--- src/rtl/rs_alloc_ctrl.sv ---
// Reservation-station allocation controller: tracks busy entries and speculative
// tags, grants up to two lowest free entries per cycle, frees on issue, kills on mispredict.
module rs_alloc_ctrl #(
    parameter int ENT_NUM     = 8,
    parameter int ENT_SEL     = 3,
    parameter int SPECTAG_LEN = 5
) (
    input  logic                   clk,
    input  logic                   reset,
    input  logic [1:0]             reqnum,
    input  logic                   dispatch_go,
    input  logic [SPECTAG_LEN-1:0] alloc_spectag1,
    input  logic [SPECTAG_LEN-1:0] alloc_spectag2,
    output logic                   alloc_ok,
    output logic [ENT_SEL-1:0]     alloc_ent1,
    output logic [ENT_SEL-1:0]     alloc_ent2,
    input  logic                   issue_valid,
    input  logic [ENT_SEL-1:0]     issue_ent,
    input  logic                   prmiss,
    input  logic [SPECTAG_LEN-1:0] kill_mask,
    input  logic                   prsuccess,
    input  logic [SPECTAG_LEN-1:0] succ_mask,
    output logic [ENT_NUM-1:0]     busy_vec,
    output logic [ENT_SEL:0]       free_cnt,
    output logic                   full,
    output logic                   recovering
);

    typedef enum logic {
        RUN     = 1'b0,
        RECOVER = 1'b1
    } state_t;

    state_t                   state_q, state_d;
    logic [ENT_NUM-1:0]       busy_q, busy_d;
    logic [SPECTAG_LEN-1:0]   tag_q [ENT_NUM];
    logic [SPECTAG_LEN-1:0]   tag_d [ENT_NUM];
    logic [ENT_SEL:0]         free_cnt_q, free_cnt_d;

    logic                     en1, en2;
    logic [ENT_SEL-1:0]       ent1, ent2;
    logic [1:0]               avail;
    logic                     alloc_fire;

    // Priority search over registered busy: entries freed this cycle are not visible yet.
    always_comb begin
        en1  = 1'b0;
        en2  = 1'b0;
        ent1 = '0;
        ent2 = '0;
        for (int i = 0; i < ENT_NUM; i++) begin
            if (!busy_q[i] && !en1) begin
                en1  = 1'b1;
                ent1 = ENT_SEL'(i);
            end
        end
        for (int i = 0; i < ENT_NUM; i++) begin
            if (!busy_q[i] && en1 && !en2 && (ENT_SEL'(i) > ent1)) begin
                en2  = 1'b1;
                ent2 = ENT_SEL'(i);
            end
        end
    end

    always_comb begin
        avail      = {1'b0, en1} + {1'b0, en2};
        alloc_ok   = (state_q == RUN) && !prmiss && (reqnum <= avail);
        alloc_fire = dispatch_go && alloc_ok && !prmiss;
        alloc_ent1 = ent1;
        alloc_ent2 = ent2;
    end

    always_comb begin
        state_d = prmiss ? RECOVER : RUN;
    end

    // Lowest priority applied first so later steps override: allocate, issue, kill.
    always_comb begin
        busy_d = busy_q;
        for (int i = 0; i < ENT_NUM; i++) begin
            tag_d[i] = tag_q[i];
        end
        if (alloc_fire && (reqnum != 2'd0)) begin
            busy_d[ent1] = 1'b1;
            tag_d[ent1]  = alloc_spectag1;
            if (reqnum == 2'd2) begin
                busy_d[ent2] = 1'b1;
                tag_d[ent2]  = alloc_spectag2;
            end
        end
        if (issue_valid) begin
            busy_d[issue_ent] = 1'b0;
        end
        if (prmiss) begin
            for (int i = 0; i < ENT_NUM; i++) begin
                if ((tag_q[i] & kill_mask) != '0) begin
                    busy_d[i] = 1'b0;
                end
            end
        end
        if (prsuccess) begin
            for (int i = 0; i < ENT_NUM; i++) begin
                tag_d[i] = tag_d[i] & ~succ_mask;
            end
        end
    end

    always_comb begin
        free_cnt_d = (ENT_SEL+1)'(ENT_NUM);
        for (int i = 0; i < ENT_NUM; i++) begin
            free_cnt_d = free_cnt_d - {{ENT_SEL{1'b0}}, busy_d[i]};
        end
    end

    always_ff @(posedge clk) begin
        if (reset) begin
            state_q    <= RUN;
            busy_q     <= '0;
            free_cnt_q <= (ENT_SEL+1)'(ENT_NUM);
            for (int i = 0; i < ENT_NUM; i++) begin
                tag_q[i] <= '0;
            end
        end else begin
            state_q    <= state_d;
            busy_q     <= busy_d;
            free_cnt_q <= free_cnt_d;
            for (int i = 0; i < ENT_NUM; i++) begin
                tag_q[i] <= tag_d[i];
            end
        end
    end

    assign busy_vec   = busy_q;
    assign free_cnt   = free_cnt_q;
    assign full       = (free_cnt_q == '0);
    assign recovering = (state_q == RECOVER);

endmodule

--- config.mk ---
export PLATFORM = sky130hd
export DESIGN_NAME = rs_alloc_ctrl
export DESIGN_NICKNAME = d
export VERILOG_FILES = /design/src/rtl/rs_alloc_ctrl.sv
export SDC_FILE = /design/constraint.sdc
export NUM_CORES = 1
export LEC_CHECK = 0
export ABC_CLOCK_PERIOD_IN_PS = 15300
export CAP_MARGIN = 40
export CORE_ASPECT_RATIO = 0.7
export CORE_MARGIN = 4
export CORE_UTILIZATION = 50
export CTS_CLUSTER_SIZE = 20
export DETAILED_ROUTE_END_ITERATION = 6
export GPL_TIMING_DRIVEN = 0
export PLACE_DENSITY = 0.74
export SLEW_MARGIN = 10
export SYNTH_ARGS = -nofsm -noshare
export SYNTH_HDL_FRONTEND = slang
export SYNTH_SLANG_ARGS = --single-unit
--- constraint.sdc ---
create_clock -name clk -period 15.3 [get_ports clk]
set_clock_uncertainty 0.15 [all_clocks]
set_input_delay 3.06 -clock clk [delete_from_list [all_inputs] [get_ports clk]]
set_output_delay 3.06 -clock clk [all_outputs]
set_load 0.01 [all_outputs]
# Word-level counts from Yosys, hierarchy flattened
# Memory sizes are Yosys's and may differ from the RTL's.
# Index checks and enable logic that the tools add are counted.
totals:
  ff_bits: 13
  mem_bits_rw: 40
  mem_count: 1
mem_list:
  columns: ["name", "words", "width", "rd", "rd_ports_with_merged_regs", "write_ports", "line", "text"]
  rows:
  - ["tag_q", 8, 5, 8, 0, 8, "36", "logic [SPECTAG_LEN-1:0] tag_q [ENT_NUM];"]
op_classes:
  add_sub_neg: 9
  magnitude_cmp: 19
  n_eq_ne: 1
  n_mux: 69
  bitwise_logic: 32
  n_reduce_logical: 72
op_table:
  columns: ["cell", "count"]
  rows:
  - ["$mux W40", 3]
  - ["$and A5 B5 Y5", 16]
  - ["$bwmux W40", 2]
  - ["$mux W5", 10]
  - ["$logic_and A1 B1 Y1", 40]
  - ["$reduce_bool A5 Y1", 8]
  - ["$mux W1", 33]
  - ["$mux W3", 11]
  - ["$mux W8", 4]
  - ["$demux W5 S3", 2]
  - ["$sub A4 B1 Y4", 7]
  - ["$logic_not A1 Y1", 22]
  - ["$or A8 B8 Y8", 2]
  - ["$gt A3 B3 Y1 const A", 4]
  - ["$lt A3 B4 Y1 const B", 3]
  - ["$demux W1 S3", 3]
  - ["$ge A3 B1 Y1 const B", 3]
  - ["$and A8 B8 Y8", 1]
  - ["$ge A4 B4 Y1 const B", 2]
  - ["$lt A4 B1 Y1 const B", 2]
  - ["$not A3 Y4", 2]
  - ["$not A8 Y8", 1]
  - ["$or A1 B1 Y1", 8]
  - ["$gt A1 B3 Y1 const A", 2]
  - ["other kinds (10)", 11]

# Logic depth before layout (Yosys ltp)
# Gate-level depths: netlist (run 1).
logic_depth:
  depth_word: 71
  depth_mapped: 24
  mapped_depth_nobuf: 21

# Worst setup path after synthesis (run 1)
# No wires, ideal clock.
synth_path:
  path_type: "in2out"
  startpoint: "in reqnum[1]"
  endpoint: "out alloc_ok"
  arrival_time_ns: 3.922
  setup_slack_ns: 8.168
  stages: 4
  path_cell_list: "ha_1 > nor2b_1 > o21a_1 > nor3_1"
synth_via:
  elab_chain_len: 2
synth_lines:
  columns: ["item", "line", "text"]
  rows:
  - ["from (decl)", "10", "input logic [1:0] reqnum,"]
  - ["$le A2 B2 Y1", "67", "alloc_ok = (state_q == RUN) && !prmiss && (reqnum <= avail);"]
  - ["$logic_and A1 B1 Y1", "67", null]
  - ["to (decl)", "14", "output logic alloc_ok,"]
# Every way passes these cells.

# Worst setup path in the final report (run 1)
# Ends and elaborated chain as after synthesis.

==> results of run 1 <==
path summary, 6_finish.rpt:
path | from | end | slack, ps | cells after the start
worst max-delay path | reqnum[1] | alloc_ok | 7210 | 6
worst min-delay path | tag_q[1][2] | tag_q[1][2] | 330 | 2
worst max register to register | busy_vec[1] | free_cnt[2] | 8980 | 23
worst min register to register | tag_q[1][2] | tag_q[1][2] | 330 | 2
stage by stage:
step,cell area (sq um),util,setup slack [ps]
6_report,4190,0.612,7210
5_1_grt,4190,0.612,7060
4_1_cts,4190,0.612,7200
3_5_place_dp,4110,0.599,7200
3_3_place_gp,4100,0.598,7240
2_1_floorplan,3580,-,8170
layout make-up:
type | count | area, sq um
clock inverters | 2 | 15.0
inverters | 13 | 48.8
fillers | 637 | 2660
multi-input cells | 345 | 2320
clock buffers | 6 | 72.6
well taps | 94 | 118
flip-flops and latches | 53 | 1060
repair buffers | 41 | 410
plain buffers | 33 | 149
flip-flops by register name (all words and copies together), names as in the netlist:
register    count
recovering      1
tag_q          40
free_cnt        4
busy_vec        8
logic make-up after synthesis:
logic type	Yosys count	share of synthesized area
simple gates	175	0.261
compound gates	157	0.335
flops	53	0.297
buf+inv	46	0.0553
fa+ha+maj	12	0.0500
xor+xnor	1	0.00245
power by group through the flow:
stage                     sequential (W)   clock, W  combinational (W)
after global routing            0.000141  0.0000864          0.0000455
after global placement          0.000144          0          0.0000407
after CTS                       0.000141  0.0000804          0.0000414
after detailed placement        0.000144          0          0.0000412
after floorplan                 0.000144          0          0.0000201
final                           0.000141  0.0000822          0.0000430
worst max-delay path, stage by stage:
cell and delay (ps):
sky130_fd_sc_hd__clkdlybuf4s50_1 460, sky130_fd_sc_hd__ha_1 320, sky130_fd_sc_hd__nor2b_1 140, sky130_fd_sc_hd__o21a_1 190, sky130_fd_sc_hd__nor3_1 140, sky130_fd_sc_hd__clkdlybuf4s50_1 570
placed cells by master, fill, tap and decap left out, types with 6 or more instances in the layout:
master / synthesis / final
sky130_fd_sc_hd__clkbuf_1: 13 / 14
sky130_fd_sc_hd__a221oi_1: 6 / 6
sky130_fd_sc_hd__nor2_1: 36 / 36
sky130_fd_sc_hd__nand2b_1: 6 / 6
sky130_fd_sc_hd__o21ai_1: 7 / 7
sky130_fd_sc_hd__nor2b_1: 7 / 7
sky130_fd_sc_hd__a222oi_1: 9 / 9
sky130_fd_sc_hd__nor3_1: 11 / 11
sky130_fd_sc_hd__o21ai_0: 9 / 9
sky130_fd_sc_hd__nand4_1: 7 / 7
sky130_fd_sc_hd__clkdlybuf4s50_1: 0 / 40
sky130_fd_sc_hd__buf_2: 11 / 11
sky130_fd_sc_hd__a2bb2oi_1: 6 / 6
sky130_fd_sc_hd__and3_1: 13 / 13
sky130_fd_sc_hd__dfxtp_1: 53 / 53
sky130_fd_sc_hd__a21oi_1: 33 / 33
sky130_fd_sc_hd__nand2_1: 40 / 40
sky130_fd_sc_hd__inv_1: 13 / 13
sky130_fd_sc_hd__a22oi_1: 33 / 33
sky130_fd_sc_hd__nand3_1: 24 / 24
sky130_fd_sc_hd__ha_1: 7 / 7
sky130_fd_sc_hd__buf_1: 6 / 6
routing by layer:
| layer | wire length, um | global-route usage | vias up |
|---|---|---|---|
| met5 | 0 | 0 | - |
| met4 | 341 | 0.0984 | 0 |
| met3 | 1900 | 0.0772 | 43 |
| met2 | 5190 | 0.412 | 341 |
| met1 | 5330 | 0.423 | 1938 |
| li1 | - | - | 1802 |
==> run summary, run 1 <==
The flow ran to the end, and the final reports show no timing, DRC or antenna violations. The logs give 587 for the final standard cell count with taps included and fillers excluded and 0 for the count of endpoints failing hold in the final timing report. The share of async-settable or async-resettable flops after synthesis works out to 0. The tools report the max-slew headroom at the worst pin as 0.400. The H-tree generated during clock tree synthesis spans 2 levels. Max-cap violations in this run came to 0. The run gives 8590 sq um as the die area. For the internal power contribution, the log shows 0.000187 W. At the later pin of the worst-skew pair, clock insertion delay measures 310 ps. The run gives 0 as the total grt overflow. In this run the worst hold path is classified as reg2reg. In this run the static leakage power is 1.38 nW.

For the peak ir drop on the vdd network, the log shows 0.0000415 V. The clock drives 53 sinks. Max-slew violation count: 0. The routed length per placed instance came out at 21.7 um.

The average cell area after synthesis was 8.06 sq um; the total global routing track utilization was 0.291. In the routed layout, each cell is associated on average with a via count of 7.03. Most frequently used flop master after synthesis: sky130_fd_sc_hd__dfxtp_1. The starting density of the core is 0.522.

The root cell of the clock tree is sky130_fd_sc_hd__clkbuf_8. The run gives 3825 as the number of global-route vias before repair. For this block, the initial DRC count from the detailed router was 686.

Dividing total power by cell area gives a power density of 63.4 nW/um^2. The first global-routing pass estimated 19.5 mm of wire. The switching part of the total power was 0.296; the number of antenna violations at the first check in global routing was 0. After synthesis, the most frequently instantiated cells are sky130_fd_sc_hd__dfxtp_1 (53), sky130_fd_sc_hd__nand2_1 (40), sky130_fd_sc_hd__nor2_1 (36), sky130_fd_sc_hd__a21oi_1 (33), sky130_fd_sc_hd__a22oi_1 (33). Number of resized instances in the post-cts repair step: 0. STA classifies the critical path endpoint as an output pin. For the total number of placement rows, the log shows 25. The sequential cell fraction of total power is 0.529, and the transition time at the pin with the least slew margin is 893 ps. Pin placement for this block handled 52 I/O pins.

Once detailed placement completed, the half-perimeter wirelength came to 9.45 mm. The area growth from synthesis to final layout was 17.2%; the sum of internal, switching and leakage power was 0.000266 W. Total instance count after detailed placement: 579. The detail route stage leaves a number of antenna-violating nets equal to 0. The count of antenna diodes in the layout came out at 0. Timing would allow up to 124 MHz.

In the final design database the tool counted 534 nets. Synthesis produced a netlist with a net count of 486. The clock passes through at most 2 buffers. Setup repair after global routing left no endpoint under its margin.

The congestion estimate from routability-driven global placement came to 0.941. The fraction of layout cells with a size suffix above 1 is 0.0811. sky130_fd_sc_hd__dfxtp_1 takes more of the synthesized area than any other cell. For this run, the detailed router's first-pass iteration total came to 7.

TritonCTS built the clock tree. The number of flops mapped to enable cells by yosys is 0. For the synthesis warning total, the log shows 0. For the total via count after detailed routing, the log shows 4124. The worst setup path is launched from an input pin. The top fanout value on the critical path was 4.

The die is 109 um wide. The final clock period utilization by the worst path works out to 0.529. The tools report the number of distinct library cell variants in the gate-level netlist after synthesis as 69. In this run the power spent charging and discharging nets is 0.0000786 W. The run gives 17 as the pin count of the biggest net entering global routing. The most numerous cell in the Yosys netlist is sky130_fd_sc_hd__dfxtp_1.

The setup path with the least slack is of type in2out. Across all hold checks on the routed design, the worst slack comes to 326 ps. STA puts the critical path data arrival time at 4880 ps.

The combinational cell fraction of total power is 0.162. STA puts the critical path data required time at 12090 ps. By area the synthesized netlist is led by sky130_fd_sc_hd__dfxtp_1 (30%), sky130_fd_sc_hd__a22oi_1 (6.9%), sky130_fd_sc_hd__a21oi_1 (4.6%). The post-synthesis sequential area ratio was 0.297. Clock-pin slew was measured on the worst setup and hold paths at 110 ps.

The worst path in the final design needs a cycle of 8090 ps, including I/O delays and setup. Setup violations remaining at the end of the flow were counted as 0. For this block, the routed nets add up to 12.8 mm of wire.

After detailed routing, the number of remaining DRC violations is 0. Counting flops and latches in the post-synthesis netlist gives 53. Counting every instance in the synthesized netlist gives 444. Setup total negative slack on the finished layout was measured at 0 ps. After synthesis the cells add up to 3580 sq um.

The number of clock buffers added by TritonCTS is 5. In this run the post-CTS setup repair buffer count came out at 0. The portion of synthesized cell area occupied by the leading cell type came out at 0.297. In this run the vertical extent of the chip is 78.8 um. The run gives 0 as the number of hold-repair buffers added at the cts stage. Buffers placed on the I/O ports in this run total 40.

The run gives 0.309 as the share of total power in the clock network. The run gives 6850 sq um as the placeable core region.
(Power assumes the default switching activity.)
==> inputs of run 2 (changes only) <==
- ABC_CLOCK_PERIOD_IN_PS: 15300 -> 8100
- clock period: 15.3 -> 8.1 ns (I/O delays scaled with it)
==> results of run 2 <==
The final DEF is identical to that of run 1. Status: complete, no violations.
Main changes from that run: setup slack after placement 7200 ps -> 1500 ps; setup slack after layout 7210 ps -> 1730 ps; end point of the critical path alloc_ok -> free_cnt[2]; register-to-register setup slack 8980 ps -> 1780 ps; total power 0.000266 W -> 0.000502 W; worst IR drop on VDD 0.0000415 V -> 0.0000784 V
